File: src/rtl/fetch_pkg.sv
// Shared types and constants for the instruction-fetch stage.
// State codes are plain constants so older tools that expect fixed encodings keep working.
package fetch_pkg;

    localparam int XLEN = 32;
    localparam logic [XLEN-1:0] PC_STEP = 32'd4;

    typedef logic [1:0] state_t;
    localparam state_t ST_BOOT  = 2'd0;
    localparam state_t ST_IDLE  = 2'd1;
    localparam state_t ST_FETCH = 2'd2;
    localparam state_t ST_DRAIN = 2'd3;

    typedef struct packed {
        logic [XLEN-1:0] instr;
        logic [XLEN-1:0] pc;
    } fetch_entry_t;

    function automatic logic [XLEN-1:0] word_align(input logic [XLEN-1:0] addr);
        return {addr[XLEN-1:2], 2'b00};
    endfunction

endpackage

File: src/rtl/fetch_buffer.sv
// Two-slot fetch FIFO built as a shift pair: slot 0 is always the head, so the
// head outputs come straight from registers. A flush wins over a same-cycle push.
module fetch_buffer
    import fetch_pkg::*;
(
    input  logic            clk,
    input  logic            rst,
    input  logic            push,
    input  logic [XLEN-1:0] push_instr,
    input  logic [XLEN-1:0] push_pc,
    input  logic            pop,
    input  logic            flush,
    output logic [1:0]      count,
    output logic            valid,
    output logic [XLEN-1:0] head_instr,
    output logic [XLEN-1:0] head_pc
);

    fetch_entry_t head_r;
    fetch_entry_t tail_r;
    logic [1:0]   count_r;
    logic         valid_r;

    fetch_entry_t in_s;
    fetch_entry_t head_nxt_s;
    fetch_entry_t tail_nxt_s;
    logic [1:0]   count_nxt_s;
    logic         pop_ok_s;
    logic         push_ok_s;

    assign in_s      = {push_instr, push_pc};
    assign pop_ok_s  = pop && (count_r != 2'd0);
    assign push_ok_s = push && ((count_r != 2'd2) || pop_ok_s);

    // Next contents of the two slots and the occupancy count.
    always_comb begin
        head_nxt_s  = head_r;
        tail_nxt_s  = tail_r;
        count_nxt_s = count_r;
        if (flush) begin
            count_nxt_s = 2'd0;
        end else begin
            case ({push_ok_s, pop_ok_s})
                2'b10: begin
                    if (count_r == 2'd0) begin
                        head_nxt_s = in_s;
                    end else begin
                        tail_nxt_s = in_s;
                    end
                    count_nxt_s = count_r + 2'd1;
                end
                2'b01: begin
                    if (count_r == 2'd2) begin
                        head_nxt_s = tail_r;
                    end else begin
                        head_nxt_s = head_r;
                    end
                    count_nxt_s = count_r - 2'd1;
                end
                2'b11: begin
                    if (count_r == 2'd2) begin
                        head_nxt_s = tail_r;
                        tail_nxt_s = in_s;
                    end else begin
                        head_nxt_s = in_s;
                    end
                end
                default: begin
                    count_nxt_s = count_r;
                end
            endcase
        end
    end

    // Slot, count and head-valid registers.
    always_ff @(posedge clk or posedge rst) begin
        if (rst) begin
            head_r  <= {(2*XLEN){1'b0}};
            tail_r  <= {(2*XLEN){1'b0}};
            count_r <= 2'd0;
            valid_r <= 1'b0;
        end else begin
            head_r  <= head_nxt_s;
            tail_r  <= tail_nxt_s;
            count_r <= count_nxt_s;
            valid_r <= (count_nxt_s != 2'd0);
        end
    end

    assign count      = count_r;
    assign valid      = valid_r;
    assign head_instr = head_r.instr;
    assign head_pc    = head_r.pc;

endmodule

File: src/rtl/fetch_controller.sv
// IF-stage sequencer: owns the PC, issues one instruction-memory request at a time,
// buffers returns for ID and squashes wrong-path fetches on redirect or exception.
module fetch_controller
    import fetch_pkg::*;
#(
    parameter logic [31:0] RESET_PC   = 32'h0000_0000,
    parameter logic [31:0] EXC_VECTOR = 32'h0000_0080,
    parameter int unsigned MAX_WAIT   = 15
)(
    input  logic        clk,
    input  logic        rst,
    output logic        imem_req,
    output logic [31:0] imem_addr,
    input  logic        imem_ready,
    input  logic [31:0] imem_rdata,
    output logic        if_valid,
    output logic [31:0] if_instr,
    output logic [31:0] if_pc,
    input  logic        id_stall,
    input  logic        redirect,
    input  logic [31:0] redirect_pc,
    input  logic        exception,
    output logic        busy_timeout
);

    localparam logic [7:0] MAX_WAIT_C = 8'(MAX_WAIT);

    state_t      state_r;
    logic [31:0] pc_r;
    logic [31:0] addr_r;
    logic        req_r;
    logic [7:0]  wait_cnt_r;
    logic        timeout_r;

    state_t      state_nxt_s;
    logic [31:0] pc_nxt_s;
    logic [31:0] addr_nxt_s;
    logic [7:0]  wait_cnt_nxt_s;
    logic        push_s;
    logic        pop_s;
    logic        flush_s;
    logic [31:0] flush_pc_s;
    logic [31:0] pc_inc_s;
    logic [1:0]  count_s;
    logic        buf_valid_s;
    logic        start_idle_s;
    logic        start_post_s;

    assign pop_s      = buf_valid_s && !id_stall;
    assign flush_s    = exception || redirect;
    assign flush_pc_s = exception ? EXC_VECTOR : word_align(redirect_pc);
    assign pc_inc_s   = pc_r + PC_STEP;

    // A new request may only issue if its return is guaranteed a free slot.
    assign start_idle_s = (({1'b0, count_s}) - {2'b00, pop_s}) <= 3'd1;
    assign start_post_s = (({1'b0, count_s}) + 3'd1 - {2'b00, pop_s}) <= 3'd1;

    // Sequencer next-state, PC and request-address selection.
    always_comb begin
        state_nxt_s = state_r;
        pc_nxt_s    = pc_r;
        addr_nxt_s  = addr_r;
        push_s      = 1'b0;
        case (state_r)
            ST_BOOT, ST_IDLE: begin
                if (flush_s) begin
                    state_nxt_s = ST_FETCH;
                    pc_nxt_s    = flush_pc_s;
                    addr_nxt_s  = flush_pc_s;
                end else if ((state_r == ST_BOOT) || start_idle_s) begin
                    state_nxt_s = ST_FETCH;
                    addr_nxt_s  = pc_r;
                end else begin
                    state_nxt_s = state_r;
                end
            end
            ST_FETCH: begin
                if (flush_s) begin
                    pc_nxt_s = flush_pc_s;
                    if (imem_ready) begin
                        state_nxt_s = ST_FETCH;
                        addr_nxt_s  = flush_pc_s;
                    end else begin
                        state_nxt_s = ST_DRAIN;
                    end
                end else if (imem_ready) begin
                    push_s   = 1'b1;
                    pc_nxt_s = pc_inc_s;
                    if (start_post_s) begin
                        state_nxt_s = ST_FETCH;
                        addr_nxt_s  = pc_inc_s;
                    end else begin
                        state_nxt_s = ST_IDLE;
                    end
                end else begin
                    state_nxt_s = ST_FETCH;
                end
            end
            ST_DRAIN: begin
                if (flush_s) begin
                    pc_nxt_s = flush_pc_s;
                end else begin
                    pc_nxt_s = pc_r;
                end
                // The wrong-path return is dropped; restart at the latest target.
                if (imem_ready) begin
                    state_nxt_s = ST_FETCH;
                    addr_nxt_s  = pc_nxt_s;
                end else begin
                    state_nxt_s = ST_DRAIN;
                end
            end
            default: begin
                state_nxt_s = ST_BOOT;
            end
        endcase
    end

    // Per-request wait counter, saturating so a hung memory cannot wrap it.
    always_comb begin
        wait_cnt_nxt_s = wait_cnt_r;
        if (req_r && !imem_ready) begin
            if (wait_cnt_r != 8'hFF) begin
                wait_cnt_nxt_s = wait_cnt_r + 8'd1;
            end else begin
                wait_cnt_nxt_s = wait_cnt_r;
            end
        end else begin
            wait_cnt_nxt_s = 8'd0;
        end
    end

    // Sequencer state, PC, request outputs and sticky timeout flag.
    always_ff @(posedge clk or posedge rst) begin
        if (rst) begin
            state_r    <= ST_BOOT;
            pc_r       <= RESET_PC;
            addr_r     <= RESET_PC;
            req_r      <= 1'b0;
            wait_cnt_r <= 8'd0;
            timeout_r  <= 1'b0;
        end else begin
            state_r    <= state_nxt_s;
            pc_r       <= pc_nxt_s;
            addr_r     <= addr_nxt_s;
            req_r      <= (state_nxt_s == ST_FETCH) || (state_nxt_s == ST_DRAIN);
            wait_cnt_r <= wait_cnt_nxt_s;
            timeout_r  <= timeout_r || (wait_cnt_nxt_s == MAX_WAIT_C);
        end
    end

    fetch_buffer u_buffer (
        .clk        (clk),
        .rst        (rst),
        .push       (push_s),
        .push_instr (imem_rdata),
        .push_pc    (addr_r),
        .pop        (pop_s),
        .flush      (flush_s),
        .count      (count_s),
        .valid      (buf_valid_s),
        .head_instr (if_instr),
        .head_pc    (if_pc)
    );

    assign imem_req     = req_r;
    assign imem_addr    = addr_r;
    assign if_valid     = buf_valid_s;
    assign busy_timeout = timeout_r;

endmodule
File: config.mk
export PLATFORM = sky130hd
export DESIGN_NAME = fetch_controller
export DESIGN_NICKNAME = d
export VERILOG_FILES = /design/src/rtl/fetch_pkg.sv /design/src/rtl/fetch_buffer.sv /design/src/rtl/fetch_controller.sv
export SDC_FILE = /design/constraint.sdc
export NUM_CORES = 1
export LEC_CHECK = 0
export BUFFER_PORTS_ARGS = -buffer_cell sky130_fd_sc_hd__buf_2
export CORE_UTILIZATION = 57
export DETAILED_ROUTE_END_ITERATION = 10
export GPL_TIMING_DRIVEN = 0
export PLACE_DENSITY = 0.76
export SYNTH_ARGS = -nofsm -noshare
export SYNTH_HDL_FRONTEND = slang
export SYNTH_HIERARCHICAL = 1
export SYNTH_SLANG_ARGS = --single-unit
File: constraint.sdc
create_clock -name clk -period 4.9 [get_ports clk]
set_input_delay 0.245 -clock clk [delete_from_list [all_inputs] [get_ports clk]]
set_output_delay 0.245 -clock clk [all_outputs]
set_load 0.05 [all_outputs]
# Word-level counts from Yosys, hierarchy flattened
# Index checks and enable logic that the tools add are counted.
# word_totals
latch_bits	0
ff_bits	207
elab_cells	99
romBits	0
ramBits	0
mem_count	0
# op_classes
n_bitwise	1
mux	34
magnitude_cmp	2
reduce_logical	22
n_eq_ne	21
n_mul	0
add_sub_neg	7
div_mod_pow	0
shift	0
# op_table
op	count
$mux 32	11
$mux 64	5
$pmux 64 s3	1
$pmux 64 s2	1
$pmux 32 s3	1
$pmux 32 s2	1
$add 32x3->32 const B	1
$mux 8	2
$eq 2x2->1 const B	7
$mux 2	6
$reduce_and 4->1	3
$ne 3x3->1 const B	3
$add 8x1->8 const B	1
$eq 8x4->1 const B	1
$ne 2x2->1 const B	4
$ne 8x8->1 const B	1
$le 3x1->1 const B	2
$ne 2x1->1 const B	3
$pmux 2 s3	1
$reduce_bool 2->1	3
$logic_or 1x1->1	5
$eq 2x1->1 const B	2
$logic_and 1x1->1	4
$logic_not 2->1	2
12 further kinds	16

# Depth between registers and ports, before layout
# Gate-level depths: netlist (run 1).
# depth
word_depth	10
depth_mapped	11

# Hierarchy
# Netlist (run 1), hierarchy kept.
# modules_own_cells
module	cells_per_inst	n_inst	seq_area_each_um2	area_per_inst_um2
fetch_buffer	366	1	3278.1	6019.5
fetch_controller	524	1	1876.8	4528.1

# Worst setup path after synthesis (run 1)
# OpenSTA, ideal clock, no wires.
# synth_timing
kind	reg-to-reg
from	register imem_req (netlist name)
to	register u_buffer/tail_r[0] (netlist name)
required_ps	4775
setup_slack_ps	1802
arrival_ps	2973
period_less_slack_ps	3098
stages_incl_launch_ff	11
path_buffers	2
path_cell_list	dfrtp_1 > nand2b_1 > buf_2 > nor2_1 > and2_1 > a21boi_0 > ha_1 > a21oi_1 > nor4_4 > buf_6 > mux2_4
# synth_lines
item	line_no	rtl
end signal, assigned	fetch_buffer.sv:79	tail_r <= {(2*XLEN){1'b0}};
end signal, assigned	fetch_buffer.sv:84	tail_r <= tail_nxt_s;
end, declared	fetch_buffer.sv:20	fetch_entry_t tail_r;

==> results of run 1 <==
metal layers:
metal	global-route usage	vias to the layer above	routed length, um
met5	0	-	0
met4	0.124	0	1090
met3	0.0353	68	1510
met2	0.463	310	12600
met1	0.378	3901	11600
li1	-	3657	-
sequential cells by signal (all words and copies together), names as in the netlist:
name / count
imem_addr: 32
state_r: 1
pc_r: 32
wait_cnt_r: 8
u_buffer/valid: 1
u_buffer/head_instr: 32
u_buffer/head_pc: 32
u_buffer/tail_r: 64
imem_req: 1
busy_timeout: 1
u_buffer/count: 2
worst max path at each step:
stage               slack (ns)                  end
finish                    1.42  u_buffer/tail_r[59]
global route              1.14  u_buffer/tail_r[59]
CTS                       1.41  u_buffer/tail_r[59]
detailed placement        1.30  u_buffer/tail_r[58]
global placement         -0.52  u_buffer/tail_r[32]
floorplan                 1.16    u_buffer/count[0]
worst max-delay path: stages (launching register included):
cell and delay, ns:
dfrtp_1 0.59, nand2b_1 0.09, buf_2 0.18, nor2_1 0.19, and2_1 0.33, a21boi_0 0.23, ha_1 0.17, a21oi_1 0.06
nor4_4 0.88, buf_6 0.30, mux2_4 0.32
cells by family (layout without fill, tap and decap cells):
| group | Yosys count | after routing | synth area share |
|---|---|---|---|
| AND/OR/NAND/NOR | 233 | 233 | 0.113 |
| multiplexers | 214 | 214 | 0.248 |
| flip-flops | 206 | 206 | 0.489 |
| AO/OA/AOI/OAI | 131 | 131 | 0.0861 |
| buffers and inverters | 84 | 322 | 0.0426 |
| XOR/XNOR | 13 | 13 | 0.0108 |
| adder cells (fa/ha/maj) | 9 | 9 | 0.0107 |
cells in the final DEF (no fill, tap or decap), types with 12 or more instances in the layout:
master         instances
nor3_1                22
buf_2                175
mux2_2               141
buf_6                 12
mux2_4                60
a21oi_1               23
clkbuf_1              32
nand3_1               16
mux2i_1               13
inv_1                 21
clkbuf_16             22
dlygate4sd3_1         34
o21ai_0               30
nand2_1               68
dfrtp_1              206
nor2_1                53
report_power, final:
part,internal (uW),leakage (uW),switching (uW)
clock,1020,0.000362,657
combinational,301,0.00303,699
sequential,1850,0.00275,112
total,3170,0.00615,1470
through the flow:
step	setup WS [ns]	total power [uW]	util	hold slack (ns)
floorplan	1.16	2690	-	0.384
global placement	-0.522	2940	0.647	0.438
detailed placement	1.30	2970	0.650	0.285
CTS	1.41	4670	0.710	0.00301
global route	1.14	4800	0.710	0.00411
finish	1.42	4640	0.710	0.0145
final cells by class:
class                           instances  area [um^2]
Fill cell                            1309         5230
Inverter                               24         97.6
Clock buffer                           32          648
Sequential cell                       206         5150
Buffer                                 60          359
Multi-Input combinational cell        600         4940
Timing Repair Buffer                  201         1220
Tap cell                              229          287
Clock inverter                          5         86.3
==> out/results.tsv, run 1 <==
stage	metric	value	unit
outcome	status	finished, final reports clean	
synthesis	Synth area leader	dfrtp_1	
layout	Post-layout nets	1194	
layout	diode count	0	
clock_network	Setup Fix Bufs, Post-CTS	0	
run	Max-cap violations	0	
clock_network	Skew-Pair Late Insertion Delay	0.51	ns
clock_network	Sink Count	206	
timing	Worst-Margin Slew	1.06	ns
placement	I/O Buffers	165	
synthesis	Yosys cell types	65	
critical_path	reg-to-reg setup timing slack	1.42	ns
timing	RSZ-0062 raised after global routing	no	
detailed_routing	Post-Route WL	26800	um
clock_network	Reg clk slew, reported paths	0.06	ns
critical_path	FF-to-FF Start	imem_req	
die	Die Ht	138	um
global_routing	via count of the first global-routing pass	8111	
detailed_routing	DR vias/cell	5.85	
die	starting density of the core	0.585	
global_routing	GRT Util Overall	0.282	
detailed_routing	Final ANT Viol Nets	0	
critical_path	FF-to-FF End	u_buffer/tail_r[59]	
synthesis	most frequent cells after synthesis	dfrtp_1, mux2_2, nand2_1	
layout	fin area	12800	um^2
synthesis	Mapped Area	10500	um^2
synthesis	predominant post-synthesis flop cell	dfrtp_1	
clock_network	TritonCTS buffer count	22	
critical_path	Worst Path Arrival	3.87	ns
detailed_routing	DR iter-0 viols	466	
synthesis	count leader, synth	dfrtp_1	
synthesis	Synth area leaders	dfrtp_1, mux2_2, mux2_4	
timing	skew final	0.00899	ns
synthesis	Syn. warnings	6	
timing	crit path time final	3.48	ns
critical_path	Crit. End Element	flop	
synthesis	Yosys top cell area share	0.489	
hold_path	hold endpoint	u_buffer/tail_r[37]	
clock_network	CTS Buffer Depth	3	
hold_path	hold depth	2	
synthesis	cells after synthesis	890	
detailed_routing	DRC	0	
global_routing	largest net degree at the start of global routing	101	
die	area of the core	18000	um^2
placement	Post-Place Cells	1286	
timing	final slew viol count	0	
global_routing	initial antenna violation count	0	
detailed_routing	drt pass-1 iters	5	
synthesis	Seq/Total Area, Yosys	0.489	
layout	Area Growth Syn to Fin	21.3	%
detailed_routing	vias	7936	
timing	setup TNS	0	ns
synthesis	syn nets	969	
timing	FMAX	287	MHz
hold_path	HP Start	imem_rdata[5]	
placement	Detail Placement HPWL	18300	um
timing	Fin. Hold Viols	0	
clock_network	CTS H-tree lvls	1	
placement	GPL Wtd Cong	0.904	
critical_path	Critical Path RT	5.29	ns
timing	Tcrit/Tclk final	0.711	
die	DIE AREA	19100	um^2
synthesis	Async SR Flop Fraction	1.00	
die	die width	138	um
pwr	Power Dens Cells	363	nW/um^2
synthesis	FF+latch count, synth	206	
layout	Final Non-Filler Cells	1357	
timing	Max-slew headroom	0.286	
critical_path	Startpoint Class	flop	
clock_network	root buf cell	clkbuf_16	
detailed_routing	Routed wire per std cell	19.7	um
layout	share of cells above drive strength 1	0.397	
global_routing	first-pass GRT wire length	43100	um
critical_path	Setup CP Type	flop to flop	
pwr	VDD IR max	0.313	mV
die	# IOs	169	
clock_network	CTS Hold Bufs	34	
pwr	Lkg Pwr	0.00615	uW
timing	Final setup viols	0	
hold_path	Hold/Removal Path Class	input pin to flop	
synthesis	syn avg cell area	11.9	um^2
die	num rows	49	
synthesis	EDFF count, synth	0	
critical_path	Setup crit start	imem_req	
clock_network	CTS tree	built	
placement	Placement Cell Area	11700	um^2
critical_path	crit-path max FO	10	
clock_network	post-CTS sizing	0	
critical_path	R2R cell count	10	
global_routing	total gr overflow	0	
No activity file was read; power rests on OpenSTA's default activity.
==> run 2, diff against run 1 <==
==> constraint.sdc (replaced) <==
create_clock -name clk -period 3.3 [get_ports clk]
set_input_delay 0.165 -clock clk [delete_from_list [all_inputs] [get_ports clk]]
set_output_delay 0.165 -clock clk [all_outputs]
set_load 0.05 [all_outputs]
==> out/results.tsv, run 2 (synthesis results as in run 1) <==
stage	metric	value	unit
global_routing	total gr overflow	0	
pwr	combinational power share	0.209	
timing	Tcrit/Tclk final	0.910	
clock_network	CTS tree	built	
timing	RSZ-0062 raised after global routing	no	
critical_path	FF-to-FF Start	state_r[0]	
layout	most common cell after layout, fill and taps aside	dfrtp_1	
timing	final worst slack	0.299	ns
die	starting density of the core	0.585	
timing	WHS	0.0122	ns
layout	diode count	0	
timing	Worst-Margin Slew	0.991	ns
placement	Placement Cell Area	11800	um^2
timing	final slew viol count	0	
pwr	switching part of the total	0.320	
pwr	Power Dens Cells	551	nW/um^2
clock_network	Skew-Pair Late Insertion Delay	0.53	ns
pwr	Clk pwr share	0.384	
timing	FMAX	333	MHz
detailed_routing	Routed wire per std cell	19.8	um
die	Die Ht	138	um
layout	Final Non-Filler Cells	1373	
global_routing	initial antenna violation count	0	
detailed_routing	DR iter-0 viols	465	
timing	Fin. Hold Viols	0	
placement	I/O Buffers	165	
layout	fin area	13000	um^2
die	num rows	49	
timing	Final setup viols	0	
layout	share of cells above drive strength 1	0.402	
layout	Area Growth Syn to Fin	23.5	%
detailed_routing	Post-Route WL	27200	um
clock_network	TritonCTS buffer count	23	
layout	most frequent cells in the layout	dfrtp_1, buf_2, mux2_2, nand2_1, mux2_4	
die	die width	138	um
run	Max-cap violations	0	
detailed_routing	Final ANT Viol Nets	0	
global_routing	GRT Util Overall	0.288	
detailed_routing	DR vias/cell	5.85	
critical_path	Crit path max-delay family	simple AND/OR/NAND/NOR gates	
outcome	status	finished, final reports clean	
layout	Layout Utilization	0.723	
placement	Detail Placement HPWL	18200	um
timing	crit path time final	3.00	ns
critical_path	FF-to-FF End	u_buffer/tail_r[60]	
critical_path	Startpoint Class	flop	
critical_path	Critical Path RT	3.70	ns
hold_path	Hold/Removal Path Class	input pin to flop	
critical_path	reg-to-reg setup timing slack	0.30	ns
global_routing	first-pass GRT wire length	44000	um
pwr	Psw	2300	uW
hold_path	hold depth	4	
clock_network	Sink Count	206	
die	# IOs	169	
clock_network	root buf cell	clkbuf_16	
placement	Post-Place Cells	1288	
clock_network	CTS Buffer Depth	3	
detailed_routing	drt pass-1 iters	5	
clock_network	Reg clk slew, reported paths	0.06	ns
hold_path	hold endpoint	imem_addr[29]	
layout	max FFs per register	64	
layout	area occupied by multi-input gates	4950	um^2
critical_path	CP max stage cell	dfrtp_1	
critical_path	slowest cell delay on critical path	0.48	ns
critical_path	worst path bufs/invs	3	
pwr	Lkg Pwr	0.00624	uW
layout	Post-layout nets	1206	
global_routing	via count of the first global-routing pass	8041	
placement	Place WS	-0.270	ns
layout	area occupied by registers	5150	um^2
pwr	internal power	4880	uW
global_routing	largest net degree at the start of global routing	61	
hold_path	HP Start	redirect_pc[29]	
detailed_routing	vias	8031	
pwr	Sequential Power Share	0.406	
pwr	VDD IR max	0.472	mV
placement	GPL Wtd Cong	0.913	
critical_path	Critical Path, Cell by Cell	nand2b_1 -> buf_2 -> nor2_1 -> and2_1 -> a21boi_0 -> ha_1 -> a21oi_1 -> nor4_4 -> buf_12 -> buf_6 -> mux2_4	
clock_network	CTS H-tree lvls	1	
critical_path	Worst Path Arrival	3.40	ns
timing	Max-slew headroom	0.333	
layout	# fillers	1276	
critical_path	Crit. End Element	flop	
timing	skew final	0.00956	ns
die	area of the core	18000	um^2
layout	Biggest register	u_buffer/tail_r	
critical_path	crit-path max FO	10	
die	DIE AREA	19100	um^2
critical_path	Setup CP Type	flop to flop	
detailed_routing	DRC	0	
critical_path	R2R cell count	11	
[run 2: how the worst max path moves through the flow]
stage                                     end      startpoint  slack (ns)  depth (start not counted)
after global placement     u_buffer/tail_r[2]        redirect       -0.14                         11
after global routing      u_buffer/tail_r[60]      state_r[0]        0.06                         11
after floorplan            u_buffer/tail_r[0]        imem_req        0.20                         10
final                     u_buffer/tail_r[60]      state_r[0]        0.30                         11
after CTS                       imem_addr[24]  u_buffer/valid        0.20                          9
after detailed placement  u_buffer/tail_r[55]        redirect       -0.27                         11
[run 2: repair_timing]
| action | CTS | global route |
|---|---|---|
| hold buffers | 41 | 0 |
| setup buffers | 2 | 0 |
| resized for setup | 1 | 1 |
| pin swaps | 1 | 0 |
| setup endpoints to repair | 65 | 1 |
| hold endpoints to repair | 145 | 0 |
[run 2: metrics by stage]
| step | total power, uW | TNS [ns] |
|---|---|---|
| floorplan | 4000 | 0 |
| global placement | 4370 | -7.63 |
| detailed placement | 4410 | -15.23 |
| CTS | 7210 | 0 |
| global route | 7430 | 0 |
| finish | 7180 | 0 |
[run 2: cell type report]
| type | instances | area share |
|---|---|---|
| Sequential cell | 206 | 0.396 |
| Timing Repair Buffer | 212 | 0.104 |
| Multi-Input combinational cell | 600 | 0.380 |
| Clock inverter | 14 | 0.0156 |
| Clock buffer | 28 | 0.0479 |
| Inverter | 24 | 0.00739 |
| Tap cell | 229 | 0.0220 |
| Buffer | 60 | 0.0277 |
[run 2: tightest hold or removal path: cells and delay by family]
| family | cells | cell delay, ns |
|---|---|---|
| AO/OA/AOI/OAI | 3 | 0.26 |
| buffers and inverters | 1 | 0.08 |
[run 2: per-layer routing]
layer  routed length, um  up-vias  GRT usage
met5                   0        -          0
met3                1830       51     0.0423
li1                    -     3680          -
met4                 863        0     0.0977
met1               11400     3959      0.388
met2               13100      341      0.479
[run 2: power groups by stage]
stage | registers, uW | logic, uW | clock network (uW)
2_1_floorplan | 3560 | 435 | 0
3_3_place_gp | 2940 | 1420 | 0
3_5_place_dp | 2960 | 1450 | 0
4_1_cts | 2910 | 1500 | 2800
5_1_grt | 2950 | 1580 | 2900
6_report | 2920 | 1500 | 2760
==> run 3, diff against run 2 <==
--- a/config.mk
+++ b/config.mk
@@ -9,6 +9,7 @@
 export CORE_UTILIZATION = 57
 export DETAILED_ROUTE_END_ITERATION = 10
 export GPL_TIMING_DRIVEN = 0
+export HOLD_SLACK_MARGIN = 0.03
 export PLACE_DENSITY = 0.76
 export SYNTH_ARGS = -nofsm -noshare
 export SYNTH_HDL_FRONTEND = slang
==> out/results.tsv, run 3 (synthesis results as in run 1) <==
stage	metric	value	unit
outcome	status	finished, final reports clean	
placement	GPL Wtd Cong	0.913	
critical_path	slowest cell delay on critical path	0.48	ns
layout	Biggest register	u_buffer/tail_r	
global_routing	first-pass GRT wire length	44100	um
run	Max-cap violations	0	
timing	FMAX	333	MHz
global_routing	GRT Util Overall	0.289	
placement	Detail Placement HPWL	18200	um
global_routing	grt met1 use	0.388	
clock_network	TritonCTS buffer count	23	
critical_path	Crit. End Element	flop	
critical_path	Critical Path, Cell by Cell	nand2b_1 -> buf_2 -> nor2_1 -> and2_1 -> a21boi_0 -> ha_1 -> a21oi_1 -> nor4_4 -> buf_12 -> buf_6 -> mux2_4	
layout	Post-layout nets	1209	
global_routing	met2 Track Usage GR	0.481	
layout	most frequent cells in the layout	dfrtp_1, buf_2, mux2_2, nand2_1, mux2_4	
layout	area occupied by registers	5150	um^2
timing	Worst-Margin Slew	0.958	ns
layout	max FFs per register	64	
global_routing	largest net degree at the start of global routing	61	
pwr	post-layout power	7190	uW
critical_path	Critical Path RT	3.70	ns
timing	Max-slew headroom	0.356	
detailed_routing	DR vias/cell	5.84	
layout	most common cell after layout, fill and taps aside	dfrtp_1	
die	area of the core	18000	um^2
timing	RSZ-0062 raised after global routing	no	
pwr	Power Dens Cells	550	nW/um^2
layout	area occupied by multi-input gates	4950	um^2
critical_path	Setup CP Type	flop to flop	
clock_network	Skew-Pair Late Insertion Delay	0.53	ns
pwr	Lkg Pwr	0.00625	uW
layout	# fillers	1272	
layout	diode count	0	
global_routing	initial antenna violation count	0	
detailed_routing	DR iter-0 viols	479	
clock_network	Sink Count	206	
die	Die Ht	138	um
die	die width	138	um
timing	skew final	0.00937	ns
critical_path	crit-path max FO	10	
pwr	VDD IR max	0.472	mV
global_routing	GR peak layer	met2	
detailed_routing	DRC	0	
timing	Fin. Hold Viols	0	
clock_network	CTS tree	built	
critical_path	CP max stage cell	dfrtp_1	
detailed_routing	Routed wire per std cell	19.8	um
clock_network	Reg clk slew, reported paths	0.06	ns
clock_network	root buf cell	clkbuf_16	
die	# IOs	169	
detailed_routing	vias	8029	
hold_path	Hold/Removal Path Class	input pin to flop	
clock_network	CTS Buffer Depth	3	
die	num rows	49	
layout	Area Growth Syn to Fin	23.8	%
placement	I/O Buffers	165	
detailed_routing	Post-Route WL	27300	um
clock_network	CTS H-tree lvls	1	
critical_path	Startpoint Class	flop	
timing	Tcrit/Tclk final	0.910	
die	starting density of the core	0.585	
detailed_routing	drt pass-1 iters	6	
timing	crit path time final	3.00	ns
die	DIE AREA	19100	um^2
layout	share of cells above drive strength 1	0.401	
global_routing	total gr overflow	0	
detailed_routing	Final ANT Viol Nets	0	
critical_path	Worst Path Arrival	3.41	ns
timing	WHS	0.0338	ns
global_routing	via count of the first global-routing pass	8075	
timing	Final setup viols	0	
global_routing	grt met3 use	0.0423	
timing	final slew viol count	0	
==> run 3: cell types whose count changed in the layout (fill, tap and decap cells not counted) <==
cell / previous run / this run
dlygate4sd3_1: 41 / 44
==> run 3: critical path, delay by kind of cell (launching register included) <==
kind                       cells  cell delay (ns)
DFF                            1             0.48
and+or+nand+nor                4             1.00
AOI/OAI and AO/OA              2             0.30
buffers and inverters          3             0.59
muxes                          1             0.32
adders and majority gates      1             0.17
==> run 3: final timing paths <==
kind,from,endpoint,slack [ns],depth (start not counted)
max in group asynchronous,rst,u_buffer/head_instr[10],2.09,5
min in group asynchronous,rst,imem_addr[27],0.14,3
max reg2reg,state_r[0],u_buffer/tail_r[60],0.30,11
max,state_r[0],u_buffer/tail_r[60],0.30,11
min,redirect_pc[25],pc_r[25],0.03,4
min reg2reg,busy_timeout,busy_timeout,0.46,1
==> run 3: power by group <==
part	internal (uW)	switching, uW	leakage (uW)
combinational	459	1050	0.00310
clock	1680	1080	0.000395
sequential	2750	170	0.00275
==> run 3: repair_timing <==
action / 4_1_cts / 5_1_grt
resized for setup: 1 / 1
pin swaps: 1 / 0
setup buffers: 2 / 0
gates cloned: 0 / 0
setup endpoints to repair: 65 / 1
hold buffers: 44 / 0
endpoints found under the hold margin: 179 / 0
==> run 3: through the flow <==
stage	setup TNS, ns	std cells	setup slack, ns	instance area [um^2]	utilization
6_report	0	1376	0.297	13100	0.725
5_1_grt	0	1376	0.0581	13100	0.725
4_1_cts	0	1376	0.204	13100	0.724
3_5_place_dp	-15.23	1288	-0.270	11800	0.652
3_3_place_gp	-7.63	1284	-0.140	11700	0.647
2_1_floorplan	0	890	0.202	10600	-
==> run 3: final cells by class <==
class,count,share of cell area
tap,229,0.0219
buffer,60,0.0276
sequential,206,0.395
clock inverter,14,0.0155
multi-input combinational,600,0.379
timing repair buffer,215,0.106
inverter,24,0.00738
clock buffer,28,0.0478
==> run 3: metal layers <==
layer / up-vias / routed length (um)
met5: - / 0
met4: 0 / 852
met3: 49 / 1820
met2: 321 / 13100
met1: 3974 / 11500
li1: 3685 / -
